## config.mk

```make
export PLATFORM = sky130hd
export DESIGN_NAME = earom_store
export DESIGN_NICKNAME = d
export VERILOG_FILES = /design/src/rtl/earom_store.sv
export SDC_FILE = /design/constraint.sdc
export NUM_CORES = 1
export LEC_CHECK = 0
export CORE_ASPECT_RATIO = 0.8
export CORE_MARGIN = 5
export CORE_UTILIZATION = 44
export DETAILED_ROUTE_END_ITERATION = 16
export PLACE_DENSITY_LB_ADDON = 0.05
export SLEW_MARGIN = 20
export SYNTH_ARGS = -nofsm -noshare
export SYNTH_HDL_FRONTEND = slang
export SYNTH_SLANG_ARGS = --single-unit
export TNS_END_PERCENT = 30
```

## constraint.sdc

```tcl
create_clock -name clk -period 6.75 [get_ports clk]
set_clock_uncertainty 0.1 [all_clocks]
set_input_delay 1.35 -clock clk [delete_from_list [all_inputs] [get_ports clk]]
set_output_delay 1.35 -clock clk [all_outputs]
set_load 0.01 [all_outputs]
```

## src/rtl/earom_store.sv

```systemverilog
// earom_store: 64x8 electrically-alterable ROM emulated as a dual-port RAM.
// Port A serves the CPU latch/control/read interface and the HPS hiscore
// restore download. Port B is an independent registered read tap for the
// nvram autosave block. RAM contents are deliberately left untouched by reset.
module earom_store #(
    parameter int AW        = 6,
    parameter int DUMPINDEX = 4,
    parameter int BUSYCYC   = 8
) (
    input  logic          clk,
    input  logic          reset_n,
    input  logic          cpu_latch_we,
    input  logic [AW-1:0] cpu_addr,
    input  logic [7:0]    cpu_din,
    input  logic          cpu_ctrl_we,
    input  logic [3:0]    cpu_ctrl,
    output logic [7:0]    cpu_dout,
    output logic          busy,
    input  logic          ioctl_download,
    input  logic [7:0]    ioctl_index,
    input  logic          ioctl_wr,
    input  logic [24:0]   ioctl_addr,
    input  logic [7:0]    ioctl_dout,
    input  logic [AW-1:0] nvram_address,
    output logic [7:0]    nvram_data_out
);

    localparam int DEPTH = 1 << AW;

    typedef enum logic [2:0] {
        ST_IDLE = 3'd0,
        ST_RD   = 3'd1,
        ST_ER   = 3'd2,
        ST_WRA  = 3'd3,
        ST_WRB  = 3'd4,
        ST_BSY  = 3'd5
    } state_t;

    logic [7:0]    mem [DEPTH];

    state_t        state_q,    state_d;
    logic [AW-1:0] addr_l_q,   addr_l_d;
    logic [7:0]    data_l_q,   data_l_d;
    logic [AW-1:0] op_addr_q,  op_addr_d;
    logic [7:0]    op_data_q,  op_data_d;
    logic [7:0]    wq_q,       wq_d;
    logic [7:0]    count_q,    count_d;
    logic [7:0]    cpu_dout_q, cpu_dout_d;
    logic [7:0]    nv_q,       nv_d;
    logic          eclk_q,     eclk_d;
    logic          busy_q,     busy_d;

    logic          restore_s;
    logic          fire_s;
    logic [1:0]    mode_s;
    logic          mem_we_s;
    logic [AW-1:0] mem_wa_s;
    logic [7:0]    mem_wd_s;

    // A restore download owns port A; a command needs an eclk rising edge with cs.
    assign restore_s = ioctl_download && (ioctl_index == 8'(DUMPINDEX));
    assign fire_s    = cpu_ctrl_we && cpu_ctrl[0] && !eclk_q && cpu_ctrl[3];
    assign mode_s    = {cpu_ctrl[2], cpu_ctrl[1]};

    // Datapath next values: CPU latches, eclk history, op snapshot, busy counter, read taps.
    always_comb begin
        addr_l_d  = cpu_latch_we ? cpu_addr : addr_l_q;
        data_l_d  = cpu_latch_we ? cpu_din  : data_l_q;
        eclk_d    = cpu_ctrl_we  ? cpu_ctrl[0] : eclk_q;
        op_addr_d = op_addr_q;
        op_data_d = op_data_q;
        count_d   = count_q;
        // the in-flight op works on a snapshot so later latch writes cannot disturb it
        if ((state_q == ST_IDLE) && fire_s && !restore_s) begin
            op_addr_d = addr_l_q;
            op_data_d = data_l_q;
        end else begin
            op_addr_d = op_addr_q;
            op_data_d = op_data_q;
        end
        if ((state_q == ST_ER) || (state_q == ST_WRB)) begin
            count_d = 8'(BUSYCYC - 1);
        end else if ((state_q == ST_BSY) && (count_q != 8'd0)) begin
            count_d = count_q - 8'd1;
        end else begin
            count_d = count_q;
        end
        wq_d = (state_q == ST_WRA) ? mem[op_addr_q] : wq_q;
        nv_d = mem[nvram_address];
    end

    // Next-state logic; a restore forces the sequencer back to IDLE.
    always_comb begin
        state_d = state_q;
        if (restore_s) begin
            state_d = ST_IDLE;
        end else begin
            case (state_q)
                ST_IDLE: begin
                    if (fire_s) begin
                        case (mode_s)
                            2'b11:   state_d = ST_RD;
                            2'b10:   state_d = ST_ER;
                            2'b01:   state_d = ST_WRA;
                            default: state_d = ST_IDLE;
                        endcase
                    end else begin
                        state_d = ST_IDLE;
                    end
                end
                ST_RD:   state_d = ST_IDLE;
                ST_ER:   state_d = ST_BSY;
                ST_WRA:  state_d = ST_WRB;
                ST_WRB:  state_d = ST_BSY;
                ST_BSY:  state_d = (count_q == 8'd0) ? ST_IDLE : ST_BSY;
                default: state_d = ST_IDLE;
            endcase
        end
    end

    // Outputs and port A write control; the restore path has priority.
    always_comb begin
        busy_d     = restore_s ||
                     (state_d == ST_ER) || (state_d == ST_WRA) ||
                     (state_d == ST_WRB) || (state_d == ST_BSY);
        cpu_dout_d = ((state_q == ST_RD) && !restore_s) ? mem[op_addr_q] : cpu_dout_q;
        mem_we_s   = 1'b0;
        mem_wa_s   = op_addr_q;
        mem_wd_s   = 8'hFF;
        if (restore_s) begin
            mem_we_s = ioctl_wr && (ioctl_addr < 25'(DEPTH));
            mem_wa_s = ioctl_addr[AW-1:0];
            mem_wd_s = ioctl_dout;
        end else if (state_q == ST_ER) begin
            mem_we_s = 1'b1;
            mem_wd_s = 8'hFF;
        end else if (state_q == ST_WRB) begin
            // EAROM programming can only clear bits
            mem_we_s = 1'b1;
            mem_wd_s = wq_q & op_data_q;
        end else begin
            mem_we_s = 1'b0;
        end
    end

    // Control and output registers with asynchronous reset.
    always_ff @(posedge clk or negedge reset_n) begin
        if (!reset_n) begin
            state_q    <= ST_IDLE;
            addr_l_q   <= '0;
            data_l_q   <= 8'h00;
            op_addr_q  <= '0;
            op_data_q  <= 8'h00;
            wq_q       <= 8'h00;
            count_q    <= 8'h00;
            cpu_dout_q <= 8'h00;
            nv_q       <= 8'h00;
            eclk_q     <= 1'b0;
            busy_q     <= 1'b0;
        end else begin
            state_q    <= state_d;
            addr_l_q   <= addr_l_d;
            data_l_q   <= data_l_d;
            op_addr_q  <= op_addr_d;
            op_data_q  <= op_data_d;
            wq_q       <= wq_d;
            count_q    <= count_d;
            cpu_dout_q <= cpu_dout_d;
            nv_q       <= nv_d;
            eclk_q     <= eclk_d;
            busy_q     <= busy_d;
        end
    end

    // RAM array write port; contents persist across reset.
    always_ff @(posedge clk) begin
        if (mem_we_s) begin
            mem[mem_wa_s] <= mem_wd_s;
        end
    end

    assign cpu_dout       = cpu_dout_q;
    assign busy           = busy_q;
    assign nvram_data_out = nv_q;

endmodule

```

Word level (Yosys, flattened, before mapping)

Memory sizes are Yosys's and may differ from the RTL's. A register that Yosys moved wholly into a read port is not among the register bits.
Cells that the tools add are included.

Bits in registers: 57
Output and inout port bits: 17
Bits in read-only memories: 0
Latch bits: 0
Memories kept: 1
Logic and storage cells: 65
Memory bits (writable): 512

Memory list:

| memory | words | bits a word | rd ports | clocked after memory_dff | wr ports | RTL line | RTL |
|---|---|---|---|---|---|---|---|
| mem    | 64    | 8           | 2        | 1                        | 1        | 39       | `logic [7:0] mem [DEPTH];` |

Add/sub/neg operators: 1
Bitwise logic cells: 1
Divide/modulo/power cells: 0
Shift-type cells: 0
Equality and inequality tests: 13
Order comparisons: 1
Mux-type cells: 16
Multipliers: 0
Reductions and logical operators: 22

Operators with widths:

| operator                                                              | number |
|---|---|
| 8-bit two-way mux                                                     | 5 |
| 25-bit by 7-bit < comparator with 1-bit output, second input constant | 1 |
| 3-bit by 2-bit == test with 1-bit output, second input constant       | 4 |
| 3-bit == test, second input constant                                  | 4 |
| 3-bit one-hot mux with 4 select lines                                 | 1 |
| 1-bit logical AND                                                     | 9 |
| 3-bit two-way mux                                                     | 3 |
| 8-bit AND                                                             | 1 |
| 8-bit by 3-bit == test with 1-bit output, second input constant       | 1 |
| 8-bit zero test                                                       | 1 |
| 8-bit nonzero test                                                    | 1 |
| 8-bit by 1-bit subtractor with 8-bit output, second input constant    | 1 |
| 6-bit two-way mux                                                     | 1 |
| 2-bit one-hot mux with 3 select lines                                 | 1 |
| 1-bit logical OR                                                      | 5 |
| 1-bit two-way mux                                                     | 5 |
| 2-bit == test, second input constant                                  | 2 |
| 3-bit by 1-bit == test with 1-bit output, second input constant       | 1 |
| 1-bit zero test                                                       | 3 |
| 3-bit zero test                                                       | 1 |
| 2-bit by 1-bit == test with 1-bit output, second input constant       | 1 |
| 2-bit nonzero test                                                    | 1 |
| 2-bit OR reduction                                                    | 1 |

Logic depth before layout (Yosys ltp)

Depth after elaboration: 11
Depth in mapped cells: 10

Worst setup path after synthesis

OpenSTA, ideal clock, no wires.

Path kind: input to register
From: input port ioctl_download
To: memory mem[0][0], data pin
Path buffers: 2
Library setup time: 0.588 ns
Slack: 1.944 ns
Arrival time: 4.119 ns
Data required time: 6.062 ns
Stages: 6
Cell sequence: nor2b_1 -> nand4_1 -> clkbuf_1 -> buf_1 -> nor2_1 -> a31oi_1

Longest elaborated chain between the ends: 2

RTL lines:

| item              | RTL line | RTL |
|---|---|---|
| start, declared   | 19       | `input logic ioctl_download,` |
| 1-bit logical AND | 61       | `assign restore_s = ioctl_download && (ioctl_index == 8'(DUMPINDEX));` |
| 8-bit two-way mux | 130      | `if (restore_s) begin` |
| net mem_wd_s[0]   | 58       | `logic [7:0] mem_wd_s;` |
| end, declared     | 39       |  |

The timed path passes the listed nets, and every way through them passes these cells.

Worst setup path after layout

From: input port ioctl_addr[13]
To: memory mem[13][2] (enable)

Longest elaborated chain between the ends: 5

RTL lines:

| item                                           | RTL line | RTL |
|---|---|---|
| start, declared                                | 22       | `input logic [24:0] ioctl_addr,` |
| 25-bit by 7-bit < comparator with 1-bit output | 131      | `mem_we_s = ioctl_wr && (ioctl_addr < 25'(DEPTH));` |
| 1-bit logical AND                              | 131      |  |
| 1-bit two-way mux                              | 130      |  |
| 1-bit two-way mux                              | 177      | `if (mem_we_s) begin` |
| 1-bit two-way mux (implied by the code)        | 178      | `mem[mem_wa_s] <= mem_wd_s;` |

No other way between the ends.

==> key figures <==
Global routing
  • Initial antenna violation count: 4
  • Largest net degree at the start of global routing: 75
  • Remaining Overflow, GRT: 0
  • Vias in the first global route: 15500
  • First-pass GRT wire length: 121000 um
  • Total Routing Usage GR: 0.256

Timing
  • Final Setup Violations: 0
  • Min Hold Slack: 0.394 ns
  • Period utilization: 0.694
  • Min Tclk post-route: 4.69 ns
  • TNS Setup: 0 ns
  • Slew margin rel.: 0.186
  • Setup ws final: 2.06 ns
  • FMAX: 213 MHz
  • Count of pins over their slew limit: 0
  • Final hold vios: 0
  • RSZ-0062 raised after global routing: false
  • Worst-margin pin slew: 1.22 ns

Worst setup path
  • Critical Path End: mem[13][2]$_DFFE_PP_
  • WS Path Type: input port to flop
  • Worst-path fanout max: 8
  • CP startpoint: ioctl_addr[13]
  • Slowest cell on crit path: nor2_1
  • R2r setup slk: 2.60 ns
  • Req. time, crit path: 6.90 ns
  • Reg2Reg Launch Point: op_addr_q[0]$_DFFE_PN0P_
  • Buf/Inv on CP: 1
  • Worst Reg2Reg Path Length in Cells: 7
  • Max incr delay on CP: 0.83 ns
  • Crit path depth: 7
  • Setup crit end kind: flop
  • CP delay by family, top: simple AND/OR/NAND/NOR gates
  • CP Launch Type: input port
  • Worst EP arrival: 4.83 ns
  • Reg2Reg Capture Point: wq_q[4]$_DFFE_PN0P_
  • Cell Chain, Critical Path: clkdlybuf4s50_1 > nor4_1 > and4b_1 > nand4_1 > o31ai_1 > nand2_1 > nor2_1

Power and ir drop
  • Power Density: 384 nW/um^2
  • LEAKAGE: 9.73 nW
  • Max IR drop VDD: 0.213 mV
  • Total power draw: 11.8 mW

Drt
  • Antenna Violating Nets Remaining: 0
  • Via Count: 15700
  • Wire length per cell: 35.7 um
  • Total length of routed wires: 84500 um
  • DRC viols: 0
  • Vias/cell: 6.62
  • DRT iter0 DRCs: 1941
  • Drt first pass iters: 7

Finish
  • Most common cell after layout, fill and taps aside: edfxtp_1
  • Area grow syn2layout: 14.4%
  • Reg area: 17000 um^2
  • Fraction of layout cells with a size suffix above 1: 0.287
  • Commonest non-fill, non-tap cells in the layout: edfxtp_1, mux4_2, nor2_1, clkdlybuf4s50_1, nand2_1
  • Fillers: 4923
  • Multi-input logic area: 9440 um^2
  • ANT cells: 0
  • Final std cells w/o fill: 2368
  • Final nets: 1606

Clocking
  • Number of hold buffers added after CTS: 0
  • Post-CTS setup buffer count: 0
  • Clock sink count: 577
  • Post-CTS sizing: 0
  • Clk root buf: clkbuf_16
  • Total CTS buffers: 58
  • Longest Clk Path Bufs: 3
  • Worst-path clk slew: 0.07 ns
  • Worst-Skew Late Latency: 0.63 ns
  • CTS tree: done
  • H-Tree Level Count: 2

Synth
  • Distinct cells, synth: 55
  • Yosys warns: 0
  • Sequential-to-total area share from yosys stat: 0.634
  • Post-synth ARST share: 0.113
  • Area contributors post-synth: edfxtp_1, mux4_2, dfrtp_1, mux2i_1, mux2_2
  • Synth top area share: 0.573
  • Synthesized area per cell: 18.6 um^2
  • Area leader, netlist: edfxtp_1
  • Post-synthesis register bit count: 577
  • Number of synthesized flops with an enable pin: 512
  • Cells after synthesis: 1444
  • Syn Nets: 1519
  • Main synth FF type: edfxtp_1
  • Mapped cell area: 26800 um^2

Floorplanning
  • Area of the core region: 60700 um^2
  • Die Wd: 286 um
  • Die area: 66000 um^2
  • Placement Rows: 81
  • I/O pin total: 88
  • Starting density of the core: 0.442
  • Vert. Die Dim: 231 um

Placed design
  • # placed instances: 2258
  • Gp weighted congestion: 0.885
  • HPWL Detailed: 58100 um
  • Port buffer count: 87
  • Pre-CTS setup slack: 1.49 ns

Run
  • Number of max-cap violations: 0

Min path
  • Hold Crit Class: flop to flop

Status
  • Outcome: finished clean
per-layer routing:
metal	global-route usage	up-vias	wire length [um]
li1	-	6255	-
met1	0.405	8455	37900
met2	0.379	847	37800
met3	0.0448	103	7140
met4	0.0516	6	1630
met5	0	-	41
logic make-up (layout without fill, tap and decap cells):
| kind of cell | after synthesis | after routing | synth area share |
|---|---|---|---|
| buffers and inverters | 105 | 241 | 0.0184 |
| muxes | 377 | 377 | 0.268 |
| and+or+nand+nor | 243 | 243 | 0.0416 |
| DFF | 577 | 577 | 0.634 |
| xor gates and xnor gates | 7 | 7 | 0.00229 |
| AOI/OAI and AO/OA | 131 | 131 | 0.0341 |
| adders and majority gates | 4 | 4 | 0.00187 |
where the power goes:
part	switching (mW)	leakage (nW)	internal, mW
Combinational	2.26	3.45	1.36
Clock	1.42	0.989	2.03
Sequential	0.278	5.29	4.42
area by class of cell:
| type | count | area share |
|---|---|---|
| sequential | 577 | 0.555 |
| multi-input combinational | 762 | 0.308 |
| clock buffer | 67 | 0.0495 |
| timing repair buffer | 124 | 0.0381 |
| tap | 788 | 0.0322 |
| clock inverter | 42 | 0.0164 |
| inverter | 8 | 0.000979 |
sequential cells by signal (all words and copies together) (netlist names):
name,flops
count_q,8
state_q,3
eclk_q,1
addr_l_q,6
op_addr_q,6
busy,1
op_data_q,8
mem,512
cpu_dout,8
nvram_data_out,8
data_l_q,8
wq_q,8
cell usage after synthesis (all sizes together), types with 14 or more instances:
master,count
dfrtp,65
nand2,67
o22ai,15
nor2b,16
clkbuf,41
edfxtp,512
mux2,47
o21ai,15
a21oi,18
mux2i,63
buf,56
a31oi,19
nor2,98
a211oi,14
mux4,267
worst min-delay path by stage:
stage / slack [ns] / endpoint / cells after the start / startpoint
after floorplan: 0.36 / wq_q[0]$_DFFE_PN0P_ / 2 / wq_q[0]$_DFFE_PN0P_
after global placement: 0.37 / wq_q[1]$_DFFE_PN0P_ / 2 / wq_q[1]$_DFFE_PN0P_
after detailed placement: 0.38 / wq_q[6]$_DFFE_PN0P_ / 1 / wq_q[6]$_DFFE_PN0P_
after CTS: 0.40 / wq_q[6]$_DFFE_PN0P_ / 1 / wq_q[6]$_DFFE_PN0P_
after global routing: 0.42 / op_data_q[6]$_DFFE_PN0P_ / 1 / data_l_q[6]$_DFFE_PN0P_
final: 0.39 / wq_q[6]$_DFFE_PN0P_ / 1 / wq_q[6]$_DFFE_PN0P_
metrics by stage:
| stage | cell area, um^2 | util |
|---|---|---|
| floorplan | 26800 | - |
| global placement | 28600 | 0.472 |
| detailed placement | 28600 | 0.472 |
| CTS | 30700 | 0.505 |
| global route | 30700 | 0.505 |
| finish | 30700 | 0.505 |
No activity file was read; power rests on OpenSTA's default activity.
